--- config.mk ---
export PLATFORM = sky130hd
export DESIGN_NAME = mem_access_unit
export DESIGN_NICKNAME = d
export VERILOG_FILES = /design/src/rtl/mem_access_unit.sv
export SDC_FILE = /design/constraint.sdc
export NUM_CORES = 1
export LEC_CHECK = 0
export ABC_AREA = 1
export BUFFER_PORTS_ARGS = -buffer_cell sky130_fd_sc_hd__clkbuf_2
export CAP_MARGIN = 25
export CORE_ASPECT_RATIO = 0.5
export CORE_MARGIN = 10
export CORE_UTILIZATION = 45
export CTS_BUF_LIST = sky130_fd_sc_hd__clkbuf_16
export CTS_CLUSTER_DIAMETER = 120
export CTS_CLUSTER_SIZE = 40
export DETAILED_ROUTE_END_ITERATION = 12
export PLACE_DENSITY = 0.74
export SKIP_LAST_GASP = 1
export SLEW_MARGIN = 15
export SYNTH_ARGS = -nofsm -noshare
export SYNTH_HDL_FRONTEND = slang
export SYNTH_SLANG_ARGS = --single-unit
--- constraint.sdc ---
create_clock -name clk_i -period 1.6 [get_ports clk_i]
set_clock_uncertainty 0.05 [all_clocks]
set_input_delay 0.48 -clock clk_i [delete_from_list [all_inputs] [get_ports clk_i]]
set_output_delay 0.48 -clock clk_i [all_outputs]
set_load 0.1 [all_outputs]
--- src/rtl/mem_access_unit.sv ---
// Load/store unit driving a 32-bit BRAM word port for RV32I byte-addressed accesses.
// Sub-word stores are read-modify-write; illegal, misaligned or out-of-range accesses never strobe memory.
module mem_access_unit #(
  parameter int WORDS = 10
) (
  input  logic             clk_i,
  input  logic             reset_ni,
  input  logic             req_i,
  input  logic             we_i,
  input  logic [2:0]       funct3_i,
  input  logic [31:0]      addr_i,
  input  logic [31:0]      wdata_i,
  output logic [31:0]      rdata_o,
  output logic             busy_o,
  output logic             done_o,
  output logic             err_o,
  output logic [WORDS-1:0] mem_addr_o,
  output logic [31:0]      mem_data_o,
  output logic             mem_wr_no,
  output logic             mem_rd_no,
  input  logic [31:0]      mem_data_i,
  output logic [2:0]       dbg_state_o
);

  // Handshake: req_i is taken only on a cycle where busy_o is low; each accepted
  // request yields exactly one done_o pulse, with err_o high on that pulse if rejected.
  localparam logic [2:0] IDLE = 3'd0;
  localparam logic [2:0] RD   = 3'd1;
  localparam logic [2:0] WR   = 3'd2;
  localparam logic [2:0] DONE = 3'd3;
  localparam logic [2:0] ERR  = 3'd4;

  logic [2:0]  state;
  logic        we_q;
  logic [2:0]  funct3_q;
  logic [1:0]  addr_q;
  logic [15:0] wdata_q;

  logic        f3_ok;
  logic        align_ok;
  logic        range_ok;
  logic        valid;
  logic [7:0]  lane_b;
  logic [15:0] lane_h;
  logic [31:0] load_val;
  logic [31:0] merge_val;

  assign range_ok = (addr_i[31:WORDS+2] == '0);
  assign valid    = f3_ok && align_ok && range_ok;

  always_comb begin
    f3_ok    = 1'b0;
    align_ok = 1'b1;
    if (we_i) begin
      f3_ok = (funct3_i[2] == 1'b0) && (funct3_i[1:0] != 2'b11);
    end else begin
      case (funct3_i)
        3'b000, 3'b001, 3'b010, 3'b100, 3'b101: f3_ok = 1'b1;
        default:                                f3_ok = 1'b0;
      endcase
    end
    case (funct3_i[1:0])
      2'b01:   align_ok = (addr_i[0] == 1'b0);
      2'b10:   align_ok = (addr_i[1:0] == 2'b00);
      default: align_ok = 1'b1;
    endcase
  end

  // Lane selection and merge both work on the word returned during RD.
  always_comb begin
    lane_b    = mem_data_i[7:0];
    lane_h    = addr_q[1] ? mem_data_i[31:16] : mem_data_i[15:0];
    load_val  = mem_data_i;
    merge_val = mem_data_i;
    case (addr_q)
      2'd0:    lane_b = mem_data_i[7:0];
      2'd1:    lane_b = mem_data_i[15:8];
      2'd2:    lane_b = mem_data_i[23:16];
      default: lane_b = mem_data_i[31:24];
    endcase
    case (funct3_q)
      3'b000:  load_val = {{24{lane_b[7]}}, lane_b};
      3'b001:  load_val = {{16{lane_h[15]}}, lane_h};
      3'b100:  load_val = {24'h0, lane_b};
      3'b101:  load_val = {16'h0, lane_h};
      default: load_val = mem_data_i;
    endcase
    if (funct3_q[1:0] == 2'b00) begin
      case (addr_q)
        2'd0:    merge_val[7:0]   = wdata_q[7:0];
        2'd1:    merge_val[15:8]  = wdata_q[7:0];
        2'd2:    merge_val[23:16] = wdata_q[7:0];
        default: merge_val[31:24] = wdata_q[7:0];
      endcase
    end else if (addr_q[1]) begin
      merge_val[31:16] = wdata_q;
    end else begin
      merge_val[15:0] = wdata_q;
    end
  end

  always_ff @(posedge clk_i or negedge reset_ni) begin
    if (!reset_ni) begin
      state      <= IDLE;
      we_q       <= 1'b0;
      funct3_q   <= 3'b000;
      addr_q     <= 2'b00;
      wdata_q    <= 16'h0;
      rdata_o    <= 32'h0;
      mem_addr_o <= '0;
      mem_data_o <= 32'h0;
    end else begin
      case (state)
        IDLE: begin
          if (req_i) begin
            we_q       <= we_i;
            funct3_q   <= funct3_i;
            addr_q     <= addr_i[1:0];
            wdata_q    <= wdata_i[15:0];
            mem_addr_o <= addr_i[WORDS+1:2];
            if (!valid) begin
              state <= ERR;
            end else if (we_i && (funct3_i[1:0] == 2'b10)) begin
              mem_data_o <= wdata_i;
              state      <= WR;
            end else begin
              state <= RD;
            end
          end
        end
        RD: begin
          if (we_q) begin
            mem_data_o <= merge_val;
            state      <= WR;
          end else begin
            rdata_o <= load_val;
            state   <= DONE;
          end
        end
        WR:      state <= DONE;
        DONE:    state <= IDLE;
        ERR:     state <= IDLE;
        default: state <= IDLE;
      endcase
    end
  end

  // Strobes come straight from the state register so reset releases them without a clock.
  assign mem_rd_no   = (state != RD);
  assign mem_wr_no   = (state != WR);
  assign busy_o      = (state != IDLE);
  assign done_o      = (state == DONE) || (state == ERR);
  assign err_o       = (state == ERR);
  assign dbg_state_o = state;

endmodule

==> results.tsv <==
metric	value	unit
outcome	complete, but fails checks	
violations	negative setup slack	
ios	185	
dieArea	19200	sq um
setup_ws	-500	ps
ir_drop	1.59	mV
multi_input_area	3440	sq um
ys_seq_area_share	39.7	%
powerDensity	2580	nW/um^2
totalWireLength	25900	microns
wl_per_cell	18.8	microns
fin_crit	2100	ps
crit_path_end_kind	primary output	
clk_pin_slew	80	ps
worstSetupStartpointType	flop	
drtIter0Drc	691	
ys_types	28	
tightest_slew	416	ps
cts_buffers	9	
hp-class	in2reg	
finalHoldViolCount	0	
diodes	0	
placed_cell_area	9160	sq um
grt_start_max_net_pins	43	
cts.htree.levels	3	
die_h	103	microns
synth-main-ff-cell	dfrtp_1	
clkLatencyLatePin	350	ps
vias_per_cell	5.29	
layout.nets	1287	
vias	7284	
gp_congestion	0.910	
synth_top_area_share	39.7	%
maxCapViolCount	0	
coreArea	13600	sq um
synth_top_cells_by_area	dfrtp_1, nand2_1, nor2_1	
grt_remaining_overflow	0	
hp-start	addr_i[5]	
reg2reg_slack	-420	ps
floorplan.initialDensity	46.0	%
rsz0062_at_grt	true	
synth-seq-cells	99	
cts_tree	yes	
regArea	2490	sq um
synthArstFlopShare	100	%
r2r_start	dbg_state_o[0]	
syn_avg_cell_area	6.71	sq um
ant_nets	0	
syn-cell-area	6230	sq um
io_buffers	184	
postLayoutCoreUtil	76.2	%
arrival	1570	ps
grt_pass1_vias	7199	
fin_crit_sh	131	%
final_layout_size_suffix_gt1_share	34.5	%
critPathKind	reg2out	
synth_top_cell_by_area	dfrtp_1	
min_to	mem_addr_o[3]	
drtPass1Iterations	6	
yosysWarnings	0	
maxSlewViolCount	0	
ctsLongestPathBuffers	2	
dpl.hpwl	18300	microns
synthCells	929	
synth_edf_count	0	
drc	0	
synth_nets	1036	
setup_viol	107	
fp.dieW	186	microns
row_count	30	
syn2layout_area_growth	65.7	%
yosys-top-cells-count	nand2_1, nor2_1, dfrtp_1	
r2r-end	mem_data_o[14]	
fillers	943	
grt.total_usage	25.7	%
critPathRequiredTime	1070	ps
relSlewSlack	72.2	%
antenna_found_initial	0	
cp_max_fo	2	
min_path_cells	3	
grt_pass1_wl	39600	microns
clock-sinks	99	
fin_area	10300	sq um
post-synth-top-count-cell	nand2_1	
tns	-31900	ps
root_buffer	clkbuf_16	
max_freq	476	MHz
leakage	5.21	nW
reg2reg_depth	12	
worst max-delay path, cell delays in order, from the launching register on:
cell     delay [ps]
dfrtp_4         500
buf_12          140
nor2_4          140
buf_12          130
nand2_8          40
buf_6           110
buf_12          150
kinds of logic (layout without fill, tap and decap cells):
kind of cell | after synthesis | count (layout) | share of synthesized area (%)
simple gates | 515 | 515 | 33.4
compound gates | 171 | 171 | 16.5
flops | 99 | 99 | 39.7
fa+ha+maj | 4 | 4 | 0.803
buf+inv | 140 | 395 | 9.53
sequential cells by signal (all words and copies together), names as in the netlist:
signal,cells
mem_data_o,32
rdata_o,32
wdata_q,16
mem_addr_o,10
dbg_state_o,3
funct3_q,3
addr_q,2
we_q,1
layout make-up:
type | count | area share [%]
Sequential cell | 99 | 24.1
Tap cell | 192 | 2.33
Timing Repair Buffer | 290 | 33.3
Multi-Input combinational cell | 690 | 33.3
Inverter | 89 | 3.57
Clock buffer | 9 | 2.18
Timing Repair inverter | 1 | 0.109
Clock inverter | 6 | 1.09
how the worst max path moves through the flow:
| stage | to | startpoint | cells after the start | slack [ps] |
|---|---|---|---|---|
| 3_5_place_dp | mem_data_o[14] | funct3_i[0] | 12 | -380 |
| 2_1_floorplan | done_o | dbg_state_o[1] | 3 | -440 |
| 6_report | busy_o | dbg_state_o[0] | 6 | -500 |
| 5_1_grt | busy_o | dbg_state_o[0] | 6 | -530 |
| 3_3_place_gp | mem_data_o[14] | funct3_i[0] | 13 | -260 |
| 4_1_cts | busy_o | dbg_state_o[0] | 6 | -470 |
placed cells by master (no fill, tap or decap), types with 7 or more instances in the layout:
master and n:
o21bai_1 16, nand2_4 10, a21oi_1 21, buf_6 12, clkbuf_16 10, inv_1 77
nand2_1 299, nor2_1 115, buf_16 7, a21oi_2 10, clkbuf_2 101, nand2_2 24
dfrtp_1 96, inv_2 7, nor2_4 7, or2_2 16, nand3_1 35, buf_12 103
o21ai_0 46, o21ai_1 15, buf_4 62, o21ai_2 13, o211ai_1 42
through the flow:
stage	power [W]	setup slack [ps]	hold slack (ps)	cells
floorplan	0.0156	-443	134	929
global placement	0.0224	-261	355	1329
detailed placement	0.0227	-376	359	1329
CTS	0.0260	-474	275	1371
global route	0.0278	-527	283	1376
finish	0.0266	-500	282	1376
power breakdown:
part	leakage [nW]	switching [W]	total, W	internal [W]
logic	3.88	0.0121	0.0189	0.00685
clock network	0.166	0.00102	0.00255	0.00153
registers	1.17	0.00143	0.00513	0.00370
routing by layer:
metal	track usage (%)	up-vias	wire length [microns]
met5	0	-	0
met4	5.71	0	335
met3	8.17	31	2840
met2	41.8	394	12000
met1	33.2	3407	10800
li1	-	3452	-
repair_timing:
item	in CTS	in global routing
setup buffers	16	6
cloned	10	2
endpoints found under the hold margin	20	0
hold buffers	1	0
pin swaps	17	11
endpoints found under the setup margin	91	107
resized for setup	51	76
Power figures use the tool's default switching activity.
